<file path="config.mk">
export PLATFORM = sky130hd
export DESIGN_NAME = run_monitor
export DESIGN_NICKNAME = d
export VERILOG_FILES = /design/src/rtl/run_monitor.sv
export SDC_FILE = /design/constraint.sdc
export NUM_CORES = 1
export LEC_CHECK = 0
export BUFFER_PORTS_ARGS = -buffer_cell sky130_fd_sc_hd__buf_2
export CORE_MARGIN = 2
export CORE_UTILIZATION = 42
export CTS_CLUSTER_DIAMETER = 60
export DETAILED_ROUTE_END_ITERATION = 8
export PLACE_DENSITY = 0.72
export SLEW_MARGIN = 0
export SYNTH_ARGS = -nofsm -noshare
export SYNTH_HDL_FRONTEND = slang
export SYNTH_SLANG_ARGS = --single-unit
</file>
<file path="constraint.sdc">
create_clock -name clk -period 8.4 [get_ports clk]
set_clock_uncertainty 0.15 [all_clocks]
set_input_delay 0.42 -clock clk [delete_from_list [all_inputs] [get_ports clk]]
set_output_delay 0.42 -clock clk [all_outputs]
set_load 0.01 [all_outputs]
</file>
<file path="src/rtl/run_monitor.sv">
// Run monitor: counts per-core retired fetches until every core fetches a zero (halt) word,
// then drains for a fixed number of cycles. A watchdog bounds the run length.

module run_monitor_lane #(
   parameter int INST_WIDTH = 32,
   parameter int CNT_WIDTH  = 32
) (
   input  logic                  clk,
   input  logic                  reset,
   input  logic                  clr,
   input  logic                  run,
   input  logic                  valid,
   input  logic [INST_WIDTH-1:0] word,
   output logic                  halted,
   output logic [CNT_WIDTH-1:0]  count,
   output logic                  inc
);
   logic                 halted_q, halted_d;
   logic [CNT_WIDTH-1:0] count_q, count_d;
   logic                 take;

   assign take = run & valid & ~halted_q;

   always_comb begin
      halted_d = halted_q;
      count_d  = count_q;
      inc      = take & (word != '0);
      if (clr) begin
         halted_d = 1'b0;
         count_d  = '0;
      end else if (take) begin
         if (word == '0)
            halted_d = 1'b1;
         else if (count_q != '1)
            count_d = count_q + CNT_WIDTH'(1);
      end
   end

   always_ff @(posedge clk or negedge reset) begin
      if (!reset) begin
         halted_q <= 1'b0;
         count_q  <= '0;
      end else begin
         halted_q <= halted_d;
         count_q  <= count_d;
      end
   end

   assign halted = halted_q;
   assign count  = count_q;
endmodule

module run_monitor #(
   parameter int NUM_CORES       = 4,
   parameter int INST_WIDTH      = 32,
   parameter int CNT_WIDTH       = 32,
   parameter int DRAIN_CYCLES    = 3,
   parameter int WATCHDOG_CYCLES = 25000
) (
   input  logic                              clk,
   input  logic                              reset,
   input  logic                              start,
   input  logic [NUM_CORES-1:0]              inst_valid,
   input  logic [0:NUM_CORES*INST_WIDTH-1]   inst_in,
   output logic                              busy,
   output logic                              done,
   output logic                              timeout,
   output logic [NUM_CORES-1:0]              halted,
   output logic [CNT_WIDTH-1:0]              cycle_count,
   output logic [0:NUM_CORES*CNT_WIDTH-1]    inst_count,
   output logic [CNT_WIDTH-1:0]              total_inst
);
   localparam int DW = (DRAIN_CYCLES > 1) ? $clog2(DRAIN_CYCLES) : 1;
   localparam int PW = $clog2(NUM_CORES + 1);
   localparam int SW = CNT_WIDTH + PW;
   localparam logic [CNT_WIDTH-1:0]    CNT_MAX    = '1;
   localparam logic [DW-1:0]           DRAIN_LAST = DW'(DRAIN_CYCLES - 1);
   // Compared at extended width so a limit beyond the counter range never aliases.
   localparam logic [CNT_WIDTH+31:0]   WD_LAST    = (CNT_WIDTH+32)'(WATCHDOG_CYCLES - 1);

   typedef enum logic [2:0] {S_IDLE, S_RUN, S_DRAIN, S_DONE, S_TIMEOUT} state_e;

   state_e               state_q, state_d;
   logic                 busy_q, busy_d, done_q, done_d, timeout_q, timeout_d;
   logic [CNT_WIDTH-1:0] cycle_q, cycle_d, total_q, total_d;
   logic [DW-1:0]        drain_q, drain_d;
   logic [NUM_CORES-1:0] inc, halted_w;
   logic                 clr, run, wd_hit, all_halted;
   logic [PW-1:0]        pop;
   logic [SW-1:0]        tsum;

   assign all_halted = &halted_w;
   assign wd_hit     = ({32'd0, cycle_q} == WD_LAST);
   assign clr        = start & (state_q == S_IDLE || state_q == S_DONE || state_q == S_TIMEOUT);
   assign run        = (state_q == S_RUN);

   for (genvar c = 0; c < NUM_CORES; c++) begin : g_lane
      run_monitor_lane #(.INST_WIDTH(INST_WIDTH), .CNT_WIDTH(CNT_WIDTH)) u_lane (
         .clk    (clk),
         .reset  (reset),
         .clr    (clr),
         .run    (run),
         .valid  (inst_valid[c]),
         .word   (inst_in[c*INST_WIDTH +: INST_WIDTH]),
         .halted (halted_w[c]),
         .count  (inst_count[c*CNT_WIDTH +: CNT_WIDTH]),
         .inc    (inc[c])
      );
   end

   always_ff @(posedge clk or negedge reset) begin
      if (!reset) state_q <= S_IDLE;
      else        state_q <= state_d;
   end

   // Watchdog wins over both the halt-driven and the drain-driven transitions.
   always_comb begin
      state_d = state_q;
      case (state_q)
         S_IDLE, S_DONE, S_TIMEOUT: if (start) state_d = S_RUN;
         S_RUN: begin
            if (wd_hit)          state_d = S_TIMEOUT;
            else if (all_halted) state_d = S_DRAIN;
         end
         S_DRAIN: begin
            if (wd_hit)                      state_d = S_TIMEOUT;
            else if (drain_q == DRAIN_LAST)  state_d = S_DONE;
         end
         default: state_d = S_IDLE;
      endcase
   end

   always_comb begin
      busy_d    = (state_d == S_RUN) || (state_d == S_DRAIN);
      done_d    = (state_d == S_DONE);
      timeout_d = (state_d == S_TIMEOUT);
   end

   always_comb begin
      cycle_d = cycle_q;
      total_d = total_q;
      drain_d = '0;
      pop     = '0;
      for (int i = 0; i < NUM_CORES; i++) pop = pop + PW'(inc[i]);
      tsum = SW'(total_q) + SW'(pop);
      if (clr) begin
         cycle_d = '0;
         total_d = '0;
      end else if (state_q == S_RUN || state_q == S_DRAIN) begin
         if (cycle_q != CNT_MAX) cycle_d = cycle_q + CNT_WIDTH'(1);
         total_d = (tsum > SW'(CNT_MAX)) ? CNT_MAX : tsum[CNT_WIDTH-1:0];
      end
      if (state_q == S_DRAIN) drain_d = drain_q + DW'(1);
   end

   always_ff @(posedge clk or negedge reset) begin
      if (!reset) begin
         busy_q    <= 1'b0;
         done_q    <= 1'b0;
         timeout_q <= 1'b0;
         cycle_q   <= '0;
         total_q   <= '0;
         drain_q   <= '0;
      end else begin
         busy_q    <= busy_d;
         done_q    <= done_d;
         timeout_q <= timeout_d;
         cycle_q   <= cycle_d;
         total_q   <= total_d;
         drain_q   <= drain_d;
      end
   end

   assign busy        = busy_q;
   assign done        = done_q;
   assign timeout     = timeout_q;
   assign halted      = halted_w;
   assign cycle_count = cycle_q;
   assign total_inst  = total_q;
endmodule

</file>
==> flow_summary.yaml <==
critical_path:
  required_ns: 8.68
  rr_worst_depth: 13
  r2r_end: "total_inst[5]"
  crit_slowest_cell: "nor2_1"
  crit_chain: "nor3b_4, and3b_1, o21ai_0, fa_1, fa_1, inv_1, fa_1, and3_1, nand4_1, nor2_1, nor2_1, and4_1, nor3_1"
  reg2reg_from: "state_q[2]"
  path_common_cell: "fa_1"
  r2r_slack_ns: 3.40
  path_max_fanout: 14
  crit_arrival_ns: 5.27
  end_kind: "flip-flop"
  critPathMaxStageDelay_ns: 0.78
  path_class: "flip-flop to flip-flop"
  critPathLaunchType: "flip-flop"
clock_tree:
  tritoncts: "built"
  clk_pin_slew_ns: 0.06
  cts_setup_buffers: 0
  cts_root_buf: "clkbuf_16"
  cts_sinks: 204
  numCtsBuffers: 25
  clock_path_buffers: 3
  insertion_delay_ns: 0.51
  htreeDepth: 1
worst_hold_path:
  hold_end: "g_lane[2].u_lane.halted"
  hold_path_depth: 3
  min-delay-start: "inst_valid[2]"
  worstHoldPathType: "primary input to flip-flop"
layout:
  stdcell_count: 1887
  nNetsFinal: 1679
  drive_gt1_frac: 0.253
  final_core_util: 0.534
  syn2layout_area_growth_pct: 25.7
  nFillCells: 2405
timing:
  tightestPinTransition_ns: 1.08
  holdWs_ns: 0.0279
  setup_viol: 0
  period_needed_ns: 5.00
  slew_headroom: 0.283
  rsz0062_at_grt: "false"
  min_period_over_period: 0.595
  final_hold_viol_count: 0
  final.setup.tns_ns: 0
  fmax_mhz: 200
  drv_slew: 0
job:
  max_cap_viol_count: 0
synthesis:
  synth_area_sq_um: 11000
  synth_fp_nets: 1357
  synthArstFlopShare: 1.00
  synth_area_leader_cell: "dfrtp_1"
  yosysMostFrequentCell: "dfrtp_1"
  ys.warnings.count: 0
  synthDominantCellAreaShare: 0.465
  synth_edf_count: 0
  netlist_instances: 1212
  synth_seq_cells: 204
  avgSynthCellArea_sq_um: 9.05
  yosys-top-cells-area: "dfrtp_1 (47%), xor2_1 (7.9%), nor2_1 (6.9%), nand4_1 (4.2%), nand3_1 (4.1%)"
  synth_cell_type_count: 60
  yosys-top-cells-count: "dfrtp_1 (204), nor2_1 (202), xor2_1 (99)"
  yosysSeqAreaShare: 0.465
  synth_ff_type: "dfrtp_1"
place:
  dp.cells: 1841
  io_buffers: 333
  gp_congestion: 0.865
  dp_hpwl_mm: 23.8
floorplan:
  coreArea_sq_um: 25800
  die_x_um: 166
  die_h_um: 166
  io_pins: 334
  initial_core_util: 0.425
  row_count: 59
  die_area_sq_um: 27400
routing:
  wl_mm: 32.6
  ant_nets: 0
  viasPerCell: 5.65
  vias: 10664
  initialDrtViolationCount: 778
  post-route-drc-count: 0
  wl_per_cell_um: 17.3
  firstDrtPassIters: 5
grt:
  grt_usage: 0.231
  grt_pass1_vias: 10086
  antenna_found_initial: 1
  grt-ovfl-total: 0
  grt_pass1_wl_mm: 53.2
  grt_max_degree: 97
power_and_ir_drop:
  irDropWorstVdd_mv: 0.119
  total_power_w: 0.00274
  powerDensity_nw_per_um2: 199
  leakage_nw: 6.72
status:
  status: "completed"
how the worst max path moves through the flow:
stage,from,end,slack [ns],cells past startpoint
CTS,state_q[2],total_inst[5],3.43,13
global route,state_q[2],total_inst[5],2.96,13
floorplan,inst_in[15],total_inst[9],4.78,13
detailed placement,inst_in[90],total_inst[5],3.20,14
global placement,inst_in[90],total_inst[5],3.45,14
finish,state_q[2],total_inst[5],3.40,13
flip-flops by register name, summed over array words and instances, names as in the netlist:
| register | count |
|---|---|
| busy | 1 |
| g_lane.u_lane.count | 128 |
| cycle_count | 32 |
| drain_q | 2 |
| state_q | 3 |
| timeout | 1 |
| g_lane.u_lane.halted | 4 |
| done | 1 |
| total_inst | 32 |
power breakdown:
part           switching (W)  internal (W)
Sequential          0.000111       0.00106
Clock               0.000419      0.000700
Combinational       0.000275      0.000179
metal layers:
layer	part of all wire	track usage	up-vias
met5	0	0	-
met4	0.032	0.0703	0
met3	0.067	0.0464	66
met2	0.47	0.377	397
met1	0.43	0.313	5182
li1	-	-	5019
stage by stage:
step,instance area (sq um),setup WS [ns]
final,13800,3.40
after global routing,13800,2.96
after CTS,13800,3.43
after detailed placement,12900,3.20
after global placement,12900,3.45
after floorplan,11000,4.78
cells in the final DEF (no fill, tap or decap), types with 6 or more instances in the layout:
master,count
clkbuf_8,8
ha_1,7
o21ai_0,34
nor2_1,202
nand2_1,82
nand3_1,89
or3_1,14
clkbuf_1,6
xnor2_1,31
and4_1,17
and3_1,37
clkbuf_16,25
nand4_1,73
nor4_1,48
a21oi_1,32
dfrtp_1,204
nor3_1,51
inv_1,25
and2_1,11
a311oi_1,8
xor2_1,99
a31oi_1,15
a211oi_1,8
buf_2,332
worst max-delay path: cells and delay by family, from the launching register on:
kind / cells / cell delay, ns
adder cells (fa/ha/maj): 3 / 1.20
AND/OR/NAND/NOR: 8 / 2.68
buffers and inverters: 1 / 0.08
AO/OA/AOI/OAI: 1 / 0.26
flip-flops: 1 / 0.52
final cells by class:
class	count	area, sq um	share of cell area
clock buffer	38	744	0.0540
antenna	1	2.50	0.000181
timing repair buffer	339	1720	0.125
multi-input combinational	939	5590	0.405
sequential	204	5100	0.370
clock inverter	6	113	0.00817
inverter	25	93.8	0.00680
tap	335	419	0.0304
cells by family after synthesis:
group / share of synthesized area
XOR/XNOR: 0.104
multiplexers: 0.00182
buffers and inverters: 0.0266
AND/OR/NAND/NOR: 0.306
flip-flops: 0.465
AO/OA/AOI/OAI: 0.0827
adder cells (fa/ha/maj): 0.0135
what timing repair did:
| item | in CTS | in global routing |
|---|---|---|
| gates resized for setup | 0 | 0 |
| hold buffers | 1 | 0 |
| hold endpoints to repair | 71 | 0 |
(Power assumes the default switching activity.)
